**config.mk**
```make
export PLATFORM = sky130hd
export DESIGN_NAME = seg7_display_scanner
export DESIGN_NICKNAME = d
export VERILOG_FILES = /design/src/rtl/seg7_display_scanner.sv
export SDC_FILE = /design/constraint.sdc
export NUM_CORES = 1
export LEC_CHECK = 0
export ABC_AREA = 1
export CORE_MARGIN = 4
export CORE_UTILIZATION = 51
export CTS_CLUSTER_DIAMETER = 30
export DETAILED_ROUTE_END_ITERATION = 10
export PLACE_DENSITY = 0.83
export SLEW_MARGIN = 10
export SYNTH_ARGS = -nofsm -noshare
export SYNTH_HDL_FRONTEND = slang
export SYNTH_SLANG_ARGS = --single-unit
```
**constraint.sdc**
```tcl
create_clock -name clk -period 2 [get_ports clk]
set_clock_uncertainty 0.05 [all_clocks]
set_input_delay 0.4 -clock clk [delete_from_list [all_inputs] [get_ports clk]]
set_output_delay 0.4 -clock clk [all_outputs]
set_load 0.05 [all_outputs]
```
**src/rtl/seg7_display_scanner.sv**
```systemverilog
// seg7_display_scanner: time-multiplexes a 16-bit word onto a 4-digit active-low 7-segment display.
module seg7_display_scanner #(
  parameter int TICK_DIV = 50000,
  parameter int BLANK_LZ = 1
) (
  input  logic        clk,
  input  logic        reset,
  input  logic        enable,
  input  logic [15:0] test_value,
  output logic [3:0]  an,
  output logic [6:0]  seg,
  output logic        dp
);
  localparam int CW = TICK_DIV > 1 ? $clog2(TICK_DIV) : 1;
  localparam logic [CW-1:0] LAST = CW'(TICK_DIV - 1);
  localparam logic [6:0] SEG_LUT [16] = '{
    7'b1000000, 7'b1111001, 7'b0100100, 7'b0110000,
    7'b0011001, 7'b0010010, 7'b0000010, 7'b1111000,
    7'b0000000, 7'b0010000, 7'b0001000, 7'b0000011,
    7'b1000110, 7'b0100001, 7'b0000110, 7'b0001110
  };
  logic [CW-1:0] cnt;
  logic [1:0]    dig;
  logic [15:0]   value_q, frame, upper;
  logic [3:0]    nib;
  logic          primed, tick, blank, show;
  // Until primed, decode straight from the input so the first slot already shows the loaded word.
  always_comb begin
    tick  = enable && cnt == LAST;
    frame = primed ? value_q : test_value;
    nib   = frame[{dig, 2'b00} +: 4];
    upper = frame >> {dig, 2'b00};
    blank = BLANK_LZ != 0 && dig != 2'd0 && upper == 16'd0;
    show  = enable && !blank;
  end
  always_ff @(posedge clk or posedge reset)
    if (reset) begin
      cnt     <= '0;
      dig     <= 2'd0;
      value_q <= 16'd0;
      primed  <= 1'b0;
      an      <= 4'hF;
      seg     <= 7'h7F;
    end else begin
      primed <= 1'b1;
      if (!primed || (tick && dig == 2'd3)) value_q <= test_value;
      if (enable) cnt <= tick ? '0 : cnt + CW'(1);
      if (tick) dig <= dig + 2'd1;
      an  <= show ? ~(4'b0001 << dig) : 4'hF;
      seg <= show ? SEG_LUT[nib] : 7'h7F;
    end
  assign dp = 1'b1;
endmodule

```
==> reports/summary.md <==
• -0.004 ns — Reg2Reg Setup Slack
• 83.28 um — height of the die
• 2,732 — vias after detailed routing
• 27 — largest net degree at the start of global routing
• primed — startpoint of the most critical setup path
• 19.52% — gr usage total
• flip-flop — Worst Setup Start Kind
• 2,626 — vias in the first global route
• 0 — synthesis warning total
• 0 — hold-fix buffer count after cts
• 0 — overflow left after global routing
• 524 — non-filler instance count after layout
• 27.65% — layout cell share with drive strength beyond 1
• 503 — placed cells
• 40.30% — portion of the post-synthesis area used by sequential elements
• complete, but fails checks — status
• 0 — number of maximum-capacitance violations
• 481 — number of nets in the finished design
• 499.0 MHz — maximum achievable frequency
• 0.41 ns — Max stage delay on crit path
• flip-flop — nature of the critical path endpoint
• yes — RSZ-0062 raised after global routing
• 732.3 mW/mm2 — power density cells
• 0.001662 mm2 — area taken by multi-input logic gates
• 0.9413 — routability-driven placement congestion ratio
• 29 — count of port buffers added during placement
• 5 — Buf/Inv on CP
• sky130_fd_sc_hd__dfrtp_2 — slowest stage cell on the critical path
• 52.49% — Initial Utilization
• seg[2] — crit path capture
• setup timing — violated checks
• 31 — number of top-level pins
• in -> async — worst hold path type
• 13.51 um — detail-routed net length per standard cell
• 0.30 ns — worst skew pair latency
• 1.938 nW — Static Leakage
• 7.077 mm — total wire length
• 100.2% — period utilization
• 0.002890 mm2 — post-synthesis instance area
• sky130_fd_sc_hd__nand2_1 — most used cell along the critical path
• 83.28 um — floorplan die width
• reg -> reg — category of the critical setup timing path
• 13 — worst reg-to-reg path cell count
• 2 — Clock H-tree levels
• 0.001166 mm2 — Seq. cell area
• 11 — largest driver fanout on the critical path
• yes — clock tree from TritonCTS
• 33 — distinct cell type count of the synthesized netlist
• 127 — 1st-iter DRT viols
• 0.09 ns — Clock transition at path regs
• 2.19 ns — required time of the critical path
• 2 — clk buf depth
• 0 — number of failing hold endpoints at the final stage
• 1 — Final setup violation count
• -0.3603 ns — dpl ws
• 5.214 — detailed-route vias per instance
• 393 — gate count after technology mapping
• 13 — cell count along the critical path
• primed — start of the worst register-to-register path
• 0 — initial antenna violation count
• 0.3697 ns — Min Hold Slack
• 2.19 ns — data arrival at the endpoint of the critical path
• -0.004138 ns — min setup slack post-route
• seg[2] — Crit Reg-Reg Endpoint
• 478.8 uV — Peak VDD IR
• 6 — iteration count of the initial detailed-routing pass
• 46 — #FFs+latches synth
• 438 — number of filler cells placed in the layout
• 30.00% — relative area change from synthesis to final layout
• 2.004 ns — final period demand of the worst path
• 46 — clk sink count
• buffers and inverters — crit-path leading delay family
• 4.729 mm — placed wire-length estimate after detailed placement
• 7.354 um2 — Avg Synthesized Cell Area
• 0 — Remaining DRCs
• 11.29 mm — wire length of the first global-routing pass
• buf_12 > buf_16 > buf_4 > buf_4 > nand2_1 > nand2_1 > nand2_1 > nand3_2 > nand2_4 > buf_4 > o21ai_0 > o21ai_0 > nand2_1 — cell chain of the critical path
• 27 — row cnt
• 0.006936 mm2 — area enclosed by the die boundary
• 5 — total CTS buffers
• sky130_fd_sc_hd__clkbuf_8 — CTS Root Buffer Type
• 0 — number of nets still failing antenna checks after routing
• 0.005507 mm2 — core outline area
• 0 — max-slew violations
• 0 — diodes inserted
-- cell type report --
cell class	instances	share of cell area (%)
Clock buffer	7	2.298
Clock inverter	1	0.1332
Inverter	42	4.729
Multi-Input combinational cell	294	44.22
Sequential cell	46	31.04
Tap cell	72	2.398
Timing Repair Buffer	62	15.18
-- synthesized netlist by cell type --
master                     number  area [um2]
sky130_fd_sc_hd__dfstp_2       11       289.0
sky130_fd_sc_hd__a21oi_2        1       8.760
sky130_fd_sc_hd__conb_1         1       3.750
sky130_fd_sc_hd__a21oi_1        8       40.04
sky130_fd_sc_hd__nand3_2        2       20.02
sky130_fd_sc_hd__nand3_4        1       17.52
sky130_fd_sc_hd__nor2_1        20       75.07
sky130_fd_sc_hd__dfrtp_1       35       875.8
sky130_fd_sc_hd__nor3_4         1       16.27
sky130_fd_sc_hd__nand4_1        6       37.54
sky130_fd_sc_hd__nand2_4        1       11.26
sky130_fd_sc_hd__inv_2          1       3.750
sky130_fd_sc_hd__o21ai_2        1       8.760
sky130_fd_sc_hd__nand3b_1       1       7.510
sky130_fd_sc_hd__inv_6          1       8.760
sky130_fd_sc_hd__buf_4          3       22.52
sky130_fd_sc_hd__nand2_2        5       31.28
sky130_fd_sc_hd__nand3_1       47       235.2
sky130_fd_sc_hd__o21ai_0       10       50.05
sky130_fd_sc_hd__nor4_1         1       6.260
sky130_fd_sc_hd__nand2_1      159       596.8
sky130_fd_sc_hd__buf_8          1       15.01
sky130_fd_sc_hd__buf_2          3       15.01
sky130_fd_sc_hd__ha_1          11       137.6
sky130_fd_sc_hd__buf_6          5       56.30
sky130_fd_sc_hd__xor2_1         5       43.79
sky130_fd_sc_hd__inv_4          1       6.260
sky130_fd_sc_hd__nor4_4         2       42.54
sky130_fd_sc_hd__nor3_1         6       30.03
sky130_fd_sc_hd__inv_1         39       146.4
sky130_fd_sc_hd__nor3_2         2       20.02
sky130_fd_sc_hd__buf_1          1       3.750
sky130_fd_sc_hd__o211ai_1       1       7.510
-- layout by cell type, fill, tap and decap left out, types with 6 or more instances in the layout --
cell type / n
sky130_fd_sc_hd__nor2_1: 18
sky130_fd_sc_hd__nand2_1: 135
sky130_fd_sc_hd__ha_1: 7
sky130_fd_sc_hd__o21ai_0: 9
sky130_fd_sc_hd__clkdlybuf4s50_1: 18
sky130_fd_sc_hd__dfrtp_1: 34
sky130_fd_sc_hd__nand2_4: 6
sky130_fd_sc_hd__nand3_1: 40
sky130_fd_sc_hd__nor3_1: 6
sky130_fd_sc_hd__nand4_1: 6
sky130_fd_sc_hd__buf_4: 38
sky130_fd_sc_hd__dfstp_2: 11
sky130_fd_sc_hd__inv_1: 35
sky130_fd_sc_hd__clkbuf_8: 6
sky130_fd_sc_hd__a21oi_1: 7
sky130_fd_sc_hd__nand2_2: 23
sky130_fd_sc_hd__nand3_2: 9
-- worst register-to-register path, delay by kind of cell, from the launching register on --
| kind | cells | cell delay, ns |
|---|---|---|
| AOI/OAI and AO/OA | 2 | 0.34 |
| DFF | 1 | 0.41 |
| buffers and inverters | 5 | 0.67 |
| and+or+nand+nor | 6 | 0.48 |
-- report_power, final --
part | internal (mW) | leakage [nW] | switching [mW]
Clock | 0.279 | 0.0482 | 0.311
Sequential | 1.10 | 0.527 | 0.135
Combinational | 0.339 | 1.36 | 0.592
-- metal layers --
metal | global-route usage (%) | vias up | wire length, um
met4 | 8.172 | 0 | 212
met1 | 23.96 | 1275 | 2990
li1 | - | 1350 | -
met3 | 4.563 | 17 | 348
met2 | 32.80 | 90 | 3526
met5 | 0 | - | 0
-- registers in the layout (all words and copies together) (netlist names) --
name     flops
cnt         16
value_q     16
seg          7
an           4
dig          2
primed       1
-- how the worst min path moves through the flow --
| stage | from | to | slack [ns] | depth (start not counted) |
|---|---|---|---|---|
| floorplan | cnt[13] | cnt[13] | 0.39 | 1 |
| global placement | cnt[13] | cnt[13] | 0.41 | 1 |
| detailed placement | cnt[13] | cnt[13] | 0.42 | 1 |
| CTS | reset | dig[1] | 0.37 | 3 |
| global route | reset | dig[1] | 0.41 | 3 |
| finish | reset | dig[1] | 0.37 | 3 |
-- what timing repair did --
| item | 4_1_cts | 5_1_grt |
|---|---|---|
| setup buffers | 2 | 9 |
| pin swaps | 1 | 19 |
| gates resized for setup | 8 | 58 |
| gates cloned | 2 | 0 |
| endpoints found under the setup margin | 11 | 23 |
-- metrics by stage --
step           area, um2  total power [mW]  setup TNS (ns)  util (%)
2_1_floorplan       2894             1.838               0         -
4_1_cts             3482             2.671               0     63.24
3_3_place_gp        3304             2.026          -5.014     60.01
5_1_grt             3757             2.932          -1.035     68.23
3_5_place_dp        3304             2.055          -6.363     60.01
6_report            3757             2.751       -0.004138     68.23
-- logic make-up (layout without fill, tap and decap cells) --
| kind of cell | Yosys count | after routing | synth area share [%] |
|---|---|---|---|
| AND/OR/NAND/NOR | 254 | 254 | 39.70 |
| XOR/XNOR | 5 | 5 | 1.515 |
| flip-flops | 46 | 46 | 40.30 |
| adder cells (fa/ha/maj) | 11 | 11 | 4.762 |
| other | 1 | 2 | 0.1297 |
| buffers and inverters | 55 | 112 | 9.610 |
| AO/OA/AOI/OAI | 21 | 22 | 3.983 |
Power figures use the tool's default switching activity.
